## src/rtl/mem_ctrl_pkg.sv

```systemverilog
// Purpose: shared types for the memory arbiter/controller (FSM states, access op).
// Latency: n/a (types and a width helper only).
// Backpressure: n/a.
package mem_ctrl_pkg;

    typedef enum logic [2:0] {
        IDLE   = 3'd0,
        REQ    = 3'd1,
        WAIT   = 3'd2,
        ACCESS = 3'd3,
        DONE   = 3'd4
    } state_t;

    typedef enum logic {
        OP_READ  = 1'b0,
        OP_WRITE = 1'b1
    } op_t;

    // Bits needed to hold an index in [0, n-1]; never narrower than one bit.
    function automatic int idx_width(input int n);
        return (n > 1) ? $clog2(n) : 1;
    endfunction

endpackage

```

## src/rtl/mem_prio_arbiter.sv

```systemverilog
// Purpose: fixed-priority encoder, lowest request index wins.
// Latency: combinational, zero cycles.
// Backpressure: none; the caller decides when to sample the grant.
// Ports: req (request vector) -> grant (one-hot), idx (binary index of grant), any (some request present).
module mem_prio_arbiter
    import mem_ctrl_pkg::*;
#(
    parameter  int NUM_CH = 2,
    localparam int IDX_W  = idx_width(NUM_CH)
) (
    input  logic [NUM_CH-1:0] req,
    output logic [NUM_CH-1:0] grant,
    output logic [IDX_W-1:0]  idx,
    output logic              any
);

    logic hit;

    always_comb begin
        grant = '0;
        idx   = '0;
        hit   = 1'b0;
        for (int i = 0; i < NUM_CH; i++) begin
            if (req[i] && !hit) begin
                grant[i] = 1'b1;
                idx      = IDX_W'(i);
                hit      = 1'b1;
            end
        end
    end

    assign any = hit;

endmodule

```

## src/rtl/mem_arbiter_ctrl.sv

```systemverilog
// Purpose: arbitrates NUM_CH requesters onto one memory bus, one access at a time.
// Latency: grant 1 cycle after the request is sampled, done 3 cycles after with a free bus and immediate ack.
// Backpressure: bus_full holds the access in WAIT; bus_ack ends ACCESS; requests are ignored until back in IDLE.
// Ports: clk/rst (sync, active high); ch_read/ch_write/ch_addr/ch_wdata per-channel requests;
//        ch_grant/ch_done/ch_err one-hot pulses, ch_rdata shared read data; bus_* memory bus; state for debug.
// Optional: define MEMCTRL_TIMEOUT_EN to abort WAIT/ACCESS after TIMEOUT_CYCLES cycles with ch_err.
module mem_arbiter_ctrl
    import mem_ctrl_pkg::*;
#(
    parameter int ADDR_W         = 32,
    parameter int DATA_W         = 32,
    parameter int NUM_CH         = 2,
    parameter int TIMEOUT_CYCLES = 255
) (
    input  logic                     clk,
    input  logic                     rst,
    input  logic [NUM_CH-1:0]        ch_read,
    input  logic [NUM_CH-1:0]        ch_write,
    input  logic [NUM_CH*ADDR_W-1:0] ch_addr,
    input  logic [NUM_CH*DATA_W-1:0] ch_wdata,
    output logic [NUM_CH-1:0]        ch_grant,
    output logic [NUM_CH-1:0]        ch_done,
    output logic [NUM_CH-1:0]        ch_err,
    output logic [DATA_W-1:0]        ch_rdata,
    input  logic                     bus_full,
    input  logic                     bus_ack,
    input  logic [DATA_W-1:0]        bus_rdata,
    output logic [ADDR_W-1:0]        bus_addr,
    output logic [DATA_W-1:0]        bus_wdata,
    output logic                     bus_read,
    output logic                     bus_write,
    output logic [2:0]               state
);

    localparam int IDX_W = idx_width(NUM_CH);

    logic [NUM_CH-1:0] req;
    logic [NUM_CH-1:0] arb_grant;
    logic [IDX_W-1:0]  arb_idx;
    logic              arb_any;

    state_t            state_q;
    op_t               op_q;
    logic [NUM_CH-1:0] sel_q;
    logic [ADDR_W-1:0] addr_q;
    logic [DATA_W-1:0] wdata_q;
    logic              is_read;

    assign req     = ch_read | ch_write;
    assign is_read = (op_q == OP_READ);
    assign state   = state_q;

    mem_prio_arbiter #(.NUM_CH(NUM_CH)) u_arb (
        .req   (req),
        .grant (arb_grant),
        .idx   (arb_idx),
        .any   (arb_any)
    );

`ifdef MEMCTRL_TIMEOUT_EN
    // Counter only has to reach TIMEOUT_CYCLES-1: the abort fires on that cycle's edge.
    localparam int                CNT_W    = idx_width(TIMEOUT_CYCLES);
    localparam logic [CNT_W-1:0]  TMO_LAST = CNT_W'(TIMEOUT_CYCLES - 1);
    logic [CNT_W-1:0] tmo_cnt;
`else
    assign ch_err = '0;
    // Keeps the watchdog limit referenced while the watchdog is compiled out.
    if (TIMEOUT_CYCLES < 1) begin : g_tmo_param_ref
    end
`endif

    always_ff @(posedge clk) begin
        if (rst) begin
            state_q   <= IDLE;
            op_q      <= OP_READ;
            sel_q     <= '0;
            addr_q    <= '0;
            wdata_q   <= '0;
            ch_grant  <= '0;
            ch_done   <= '0;
            ch_rdata  <= '0;
            bus_addr  <= '0;
            bus_wdata <= '0;
            bus_read  <= 1'b0;
            bus_write <= 1'b0;
`ifdef MEMCTRL_TIMEOUT_EN
            ch_err    <= '0;
            tmo_cnt   <= '0;
`endif
        end else begin
            // Pulses default low; only the transition edges raise them.
            ch_grant <= '0;
            ch_done  <= '0;
`ifdef MEMCTRL_TIMEOUT_EN
            ch_err   <= '0;
`endif
            case (state_q)
                IDLE: begin
                    if (arb_any) begin
                        sel_q    <= arb_grant;
                        addr_q   <= ch_addr[int'(arb_idx)*ADDR_W +: ADDR_W];
                        wdata_q  <= ch_wdata[int'(arb_idx)*DATA_W +: DATA_W];
                        // Read wins when a channel raises both strobes.
                        op_q     <= ch_read[arb_idx] ? OP_READ : OP_WRITE;
                        ch_grant <= arb_grant;
                        state_q  <= REQ;
                    end
                end

                REQ, WAIT: begin
                    if (!bus_full) begin
                        state_q   <= ACCESS;
                        bus_addr  <= addr_q;
                        bus_read  <= is_read;
                        bus_write <= !is_read;
                        bus_wdata <= is_read ? '0 : wdata_q;
`ifdef MEMCTRL_TIMEOUT_EN
                        tmo_cnt   <= '0;
`endif
                    end else if (state_q == REQ) begin
                        state_q <= WAIT;
`ifdef MEMCTRL_TIMEOUT_EN
                        tmo_cnt <= '0;
                    end else if (tmo_cnt == TMO_LAST) begin
                        state_q <= DONE;
                        ch_done <= sel_q;
                        ch_err  <= sel_q;
                    end else begin
                        tmo_cnt <= tmo_cnt + 1'b1;
`endif
                    end
                end

                ACCESS: begin
                    if (bus_ack) begin
                        bus_addr  <= '0;
                        bus_wdata <= '0;
                        bus_read  <= 1'b0;
                        bus_write <= 1'b0;
                        if (is_read) begin
                            ch_rdata <= bus_rdata;
                        end
                        ch_done <= sel_q;
                        state_q <= DONE;
`ifdef MEMCTRL_TIMEOUT_EN
                    end else if (tmo_cnt == TMO_LAST) begin
                        // Abort: strobes drop, ch_rdata keeps its previous value.
                        bus_addr  <= '0;
                        bus_wdata <= '0;
                        bus_read  <= 1'b0;
                        bus_write <= 1'b0;
                        ch_done   <= sel_q;
                        ch_err    <= sel_q;
                        state_q   <= DONE;
                    end else begin
                        tmo_cnt <= tmo_cnt + 1'b1;
`endif
                    end
                end

                DONE: begin
                    state_q <= IDLE;
                end

                default: begin
                    state_q <= IDLE;
                end
            endcase
        end
    end

endmodule

```

## config.mk

```make
export PLATFORM = sky130hd
export DESIGN_NAME = mem_arbiter_ctrl
export DESIGN_NICKNAME = d
export VERILOG_FILES = /design/src/rtl/mem_ctrl_pkg.sv /design/src/rtl/mem_prio_arbiter.sv /design/src/rtl/mem_arbiter_ctrl.sv
export SDC_FILE = /design/constraint.sdc
export NUM_CORES = 1
export LEC_CHECK = 0
export ABC_AREA = 1
export CAP_MARGIN = 20
export CORE_MARGIN = 3
export CORE_UTILIZATION = 30
export DETAILED_ROUTE_END_ITERATION = 7
export MAX_ROUTING_LAYER = met4
export REMOVE_ABC_BUFFERS = 1
export SLEW_MARGIN = 5
export SYNTH_ARGS = -nofsm -noshare
export SYNTH_HDL_FRONTEND = slang
export SYNTH_SLANG_ARGS = --single-unit
```

## constraint.sdc

```tcl
create_clock -name clk -period 1.2 [get_ports clk]
set_input_delay 0.24 -clock clk [delete_from_list [all_inputs] [get_ports clk]]
set_output_delay 0.24 -clock clk [all_outputs]
set_load 0.02 [all_outputs]
```

== Word level (Yosys, flattened, before mapping) ==
Cells that the tools add are included.
Storage, ports and cells
  register bits after elaboration: 172
  input port bits: 168
  output and inout bits: 107
  logic and storage cells: 61
Operators by class
  order comparisons: 1
  equal/unequal tests: 7
  shift-type cells: 2
  muxes and demuxes: 22
  bitwise gates (word level): 6
  reductions and logical operators: 11
Operators by type and width (count)
  2-to-1 mux 32 bit: 4
  case mux 32 bit (2 select lines): 2
  variable part select 64 x 7 -> 32 bit: 2
  2-to-1 mux 3 bit: 4
  2-to-1 mux 1 bit: 9
  case mux 3 bit (3 select lines): 1
  AND reduction 3 bit: 3
  equality test 3 x 2 -> 1 bit (second input constant): 2
  inequality test 2 bit (second input constant): 3
  OR reduction 3 bit: 2
  NOT 1 bit: 5
  case mux 1 bit (2 select lines): 2
  equality test 3 x 1 -> 1 bit (second input constant): 1
  zero test 3 bit: 1
  inequality test 3 bit (second input constant): 1
  less-than comparator 1 x 2 -> 1 bit (second input constant): 1
  bitwise OR 2 bit: 1
  AND reduction 2 bit: 1
  nonzero test 2 bit: 1
  OR reduction 2 bit: 1
  logical AND 1 bit: 1
  zero test 1 bit: 1

== Logic depth before layout (Yosys ltp) ==
  depth after elaboration: 8
  depth in mapped cells: 8
  gate-level depth less buffers: 7

== Modules after synthesis ==
From an unflattened synthesis, not the netlist that was laid out.
Unflattened totals
  cell total of the unflattened synthesis: 1060
  area, all modules: 7298.2 um^2
Modules (own cells, without submodules)
  mem_arbiter_ctrl: instances 1, cells each 1054, area each 7268.2 um^2, sequential area each 3443.3 um^2
  mem_prio_arbiter: instances 1, cells each 6, area each 30.0 um^2, sequential area each 0.0 um^2

== Worst setup path before layout ==
No wires, ideal clock.
  path type: flip-flop to flip-flop
  start: register state_q[2] (netlist: state[2])
  end: register addr_q[3]
  setup time: 117 ps
  data arrival time: 1333 ps
  required time: 1083 ps
  setup slack: -250 ps
  cell stages (with the launch flop): 9
  buffers on the path: 2
  clock period less this slack: 1450 ps
  cell sequence: dfxtp_1 -> nor2_1 -> nand2_2 -> inv_2 -> nand2_2 -> buf_6 -> buf_4 -> nor3b_2 -> nor2_1
Between the ends
  longest elaborated chain between the ends: 2
RTL lines
  start: declaration: line mem_arbiter_ctrl.sv:42  | state_t state_q;
  start signal: assignment: line mem_arbiter_ctrl.sv:74  | state_q <= IDLE;
  start signal: assignment: line mem_arbiter_ctrl.sv:106  | state_q <= REQ;
  start signal: assignment: line mem_arbiter_ctrl.sv:112  | state_q <= ACCESS;
  zero test 3 bit: line mem_arbiter_ctrl.sv:97  | case (state_q)
  AND reduction 2 bit (no source line)
  end signal: assignment: line mem_arbiter_ctrl.sv:101  | addr_q <= ch_addr[int'(arb_idx)*ADDR_W +: ADDR_W];
  end: declaration: line mem_arbiter_ctrl.sv:45  | logic [ADDR_W-1:0] addr_q;
No other way between the ends.
A chain may end at the register's enable or synchronous reset.

== Worst setup path in the final report ==
  start: register state_q[0] (netlist: state[0])
  end: register bus_wdata[26]
Between the ends
  longest elaborated chain between the ends: 4
  elaborated cells on any way between the ends: 9
  those cells by class: eq/ne: 5; mux: 1; reduce/logical: 3
RTL lines
  equality test 3 x 1 -> 1 bit or equality test 3 x 2 -> 1 bit (tied branches): line mem_arbiter_ctrl.sv:97
  OR reduction 2 bit: line mem_arbiter_ctrl.sv:97
  inequality test 2 bit (no source line) or nonzero test 2 bit (tied branches)
  AND reduction 3 bit (no source line)
  end signal: assignment: line mem_arbiter_ctrl.sv:116  | bus_wdata <= is_read ? '0 : wdata_q;
  end: declaration: line mem_arbiter_ctrl.sv:29  | output logic [DATA_W-1:0] bus_wdata,
Parallel ways exist; a longest one is shown, timed or not.

==> summary.md <==
| Metric | Value |
|---|---|
| Vias in the first global route | `7819` |
| Final wirelength | `between 20000 and 30000 µm` |
| Final WS setup | `-0.233 ns` |
| CP Data Required Time | `approximately 1.5 ns` |
| Placed insts | `1629` |
| DRC violations left | `0` |
| Clock skew | `0.0126 ns` |
| Non-filler cells, final | `1709` |
| Row cnt | `57` |
| Main combinational cell family by area after synthesis | `simple AND/OR/NAND/NOR gates` |
| Maximum root-to-sink buffer count | `2` |
| Mapped cell area | `~0.0076 mm²` |
| Yosys warns | `0` |
| Delay-heaviest family, CP | `buffers and inverters` |
| Max Clk Rate | `698 MHz` |
| Fill cells | `2374` |
| First-pass GRT wire length | `between 40000 and 50000 µm` |
| Synth Area in Adders | `0%` |
| Worst path slowest cell | `dfxtp_4` |
| Area Growth Syn to Fin | `68.8%` |
| TritonCTS Sinks | `172` |
| Die area | `between 0.02 and 0.03 mm²` |
| IO Pins | `275` |
| RD Place Congestion | `0.777` |
| Core area | `0.0247 mm²` |
| Average cell area after synthesis | `7.19 µm²` |
| Lkg Pwr | `5.54 nW` |
| Setup WS pre-CTS | `-0.682 ns` |
| Vias per cell | `4.74` |
| Crit path buffers/inverters | `4` |
| Synth async-reset ratio | `0%` |
| Critical path launch point type | `flop` |
| Failing checks | `setup timing` |
| Most used cell, CP | `buf_12` |
| Part of the cycle the worst path needs | `119%` |
| WL per Instance | `roughly 17 µm` |
| Count of flip-flops with a built-in enable after synthesis | `0` |
| Detail Placement HPWL | `17000 µm` |
| Top cells by count, synth | `nor2_1 (233), dfxtp_1 (172), nand2_1 (143), nand3_1 (104), o21ai_0 (93)` |
| Critical path capture point type | `flop` |
| Arrival @ worst endpoint | `roughly 1.7 ns` |
| Min Tclk post-route | `1.43 ns` |
| Ant. Diodes | `0` |
| RSZ-0062 raised after global routing | `true` |
| Syn Inst Count | `1061` |
| Hold Path Class | `input pin to flop` |
| CP peak stage delay | `0.39 ns` |
| Final Max Tran Viols | `0` |
| Worst-path clk slew | `0.07 ns` |
| Seq/Total Area, Yosys | `45.1%` |
| Worst path cell trace | `inv_1, nand2_2, nand4_4, buf_12, buf_4, buf_12, nand3_1, a21oi_1` |
| Primary FF master, synth | `dfxtp_1` |
| Initial Util | `a little under a third` |
| Critical path type | `flop to flop` |
| Layout cells sized above 1 | `29.7%` |
| Num CTS Buffers | `17` |
| Post-CTS Hold Fix Bufs | `0` |
| Largest net degree at the start of global routing | `51` |
| Drt first pass iters | `5` |
| Pwr Density | `between 1500 and 2000 mW/mm²` |
| Congestion Overflow GR | `0` |
| Final setup TNS | `-26.62 ns` |
| Final-report hold violation count | `0` |
| Tot GR Track Use | `20.7%` |
| Vias | `just over 8000` |
| Remaining antenna violation count after routing | `0` |
| NumNets Final | `1541` |
| Final setup viols | `181` |
| Most area-hungry cell type in the Yosys netlist | `dfxtp_1` |
| Root Driver | `clkbuf_16` |
| Clk_lat worst skew | `around 0.43 ns` |
| Synthesis-stage register bit count | `172` |
| Port Buffers | `272` |
| Yosys top cell area share | `45.1%` |
| CTS tree | `built` |
| Post-synthesis xor/xnor area fraction | `0%` |
| Worst-path fanout max | `8` |
| Top-count cell post-synth | `nor2_1` |
| Initial drt markers | `411` |
| Max cap viols | `0` |
| H-Tree Depth | `4` |
| Initial antenna violation count | `0` |
| Largest cells by area after synthesis | `dfxtp_1 (45%), nor2_1 (11%), nand2_1 (7.0%), nand3_1 (6.8%), o21ai_0 (6.1%)` |
| Unique masters post-synth | `23` |
| Complex-gate fraction of the synthesized area | `11.0%` |
| Tot Pwr | `24.4 mW` |
| Die H | `~170 µm` |
| Max IR drop VDD | `776 µV` |
| Simple-gate portion of the synthesized area | `about a third` |
| Status | `finished, violations left` |
| Mux contribution to synthesized area | `0%` |
| Die width | `approximately 170 µm` |
-- through the flow --
| stage | cell area [µm²] | hold WS [ns] | utilization (%) |
|---|---|---|---|
| after floorplan | 7220 | 0.309 | - |
| after global placement | 11000 | 0.437 | 44.7 |
| after detailed placement | 11000 | 0.441 | 44.7 |
| after CTS | 12300 | 0.275 | 49.9 |
| after global routing | 12900 | 0.290 | 52.2 |
| final | 12900 | 0.281 | 52.2 |
-- worst paths after layout --
path                            depth (start not counted)  slack (ns)             to       start
worst min register to register                          2        0.45   bus_addr[22]  addr_q[22]
worst max-delay path                                    8       -0.23  bus_wdata[26]    state[0]
worst max register to register                          8       -0.23  bus_wdata[26]    state[0]
worst min-delay path                                    3        0.28   bus_addr[29]         rst
-- cell type report --
cell class	count	area (µm²)	area share [%]
inverter	80	334	2.59
tap	324	405	3.15
clock buffer	18	439	3.41
timing repair buffer	377	4020	31.2
clock inverter	13	155	1.20
multi-input combinational	725	4060	31.5
sequential	172	3470	26.9
-- state kept, by name, indices dropped and copies added, names as in the netlist --
name,flops
addr_q,32
bus_addr,32
bus_read,1
bus_wdata,32
bus_write,1
ch_done,2
ch_grant,2
ch_rdata,32
op_q,1
sel_q,2
state,3
wdata_q,32
-- power breakdown --
group          leakage [nW]  internal, mW  switching, mW
sequential             1.41          6.91          0.673
combinational          3.84          5.48           5.64
clock                 0.288          3.17           2.50
total                  5.54          15.6           8.82
-- kinds of logic (layout without fill, tap and decap cells) --
group / after synthesis / after routing
flops: 172 / 172
other cells: 1 / 2
compound gates: 167 / 167
buf+inv: 165 / 488
simple gates: 556 / 556
-- worst reg2reg max path, stage by stage, from the launching register on --
cell	delay, ns
dfxtp_4	0.39
inv_1	0.06
nand2_2	0.12
nand4_4	0.12
buf_12	0.18
buf_4	0.15
buf_12	0.14
nand3_1	0.08
a21oi_1	0.07
-- routing by layer --
layer,vias up,wire (µm),GRT usage (%)
li1,4046,-,-
met1,3763,12700,25.8
met2,272,13700,34.3
met3,22,2060,4.51
met4,0,378,5.10
met5,-,0,-
-- cell usage in the layout, fill, tap and decap left out, types with 12 or more instances in the layout --
master / count
o21ai_1: 15
nand3_2: 21
o21ai_2: 37
dfxtp_1: 157
inv_1: 73
o21ai_0: 46
buf_4: 65
buf_6: 22
buf_12: 29
nor3b_1: 33
buf_2: 67
nor3b_2: 29
clkbuf_16: 23
clkdlybuf4s50_1: 164
a21oi_1: 52
nor2_4: 17
nand3_1: 82
buf_16: 17
nor2_1: 209
nand2_1: 134
a21oi_2: 17
dfxtp_2: 12
-- what timing repair did --
action | in CTS | in global routing
pin swaps | 24 | 58
buffers inserted | 21 | 6
endpoints found under the hold margin | 0 | 0
gates cloned | 20 | 6
resized for setup | 595 | 128
endpoints found under the setup margin | 269 | 239
Note: power is estimated with default switching activity, not from simulation.
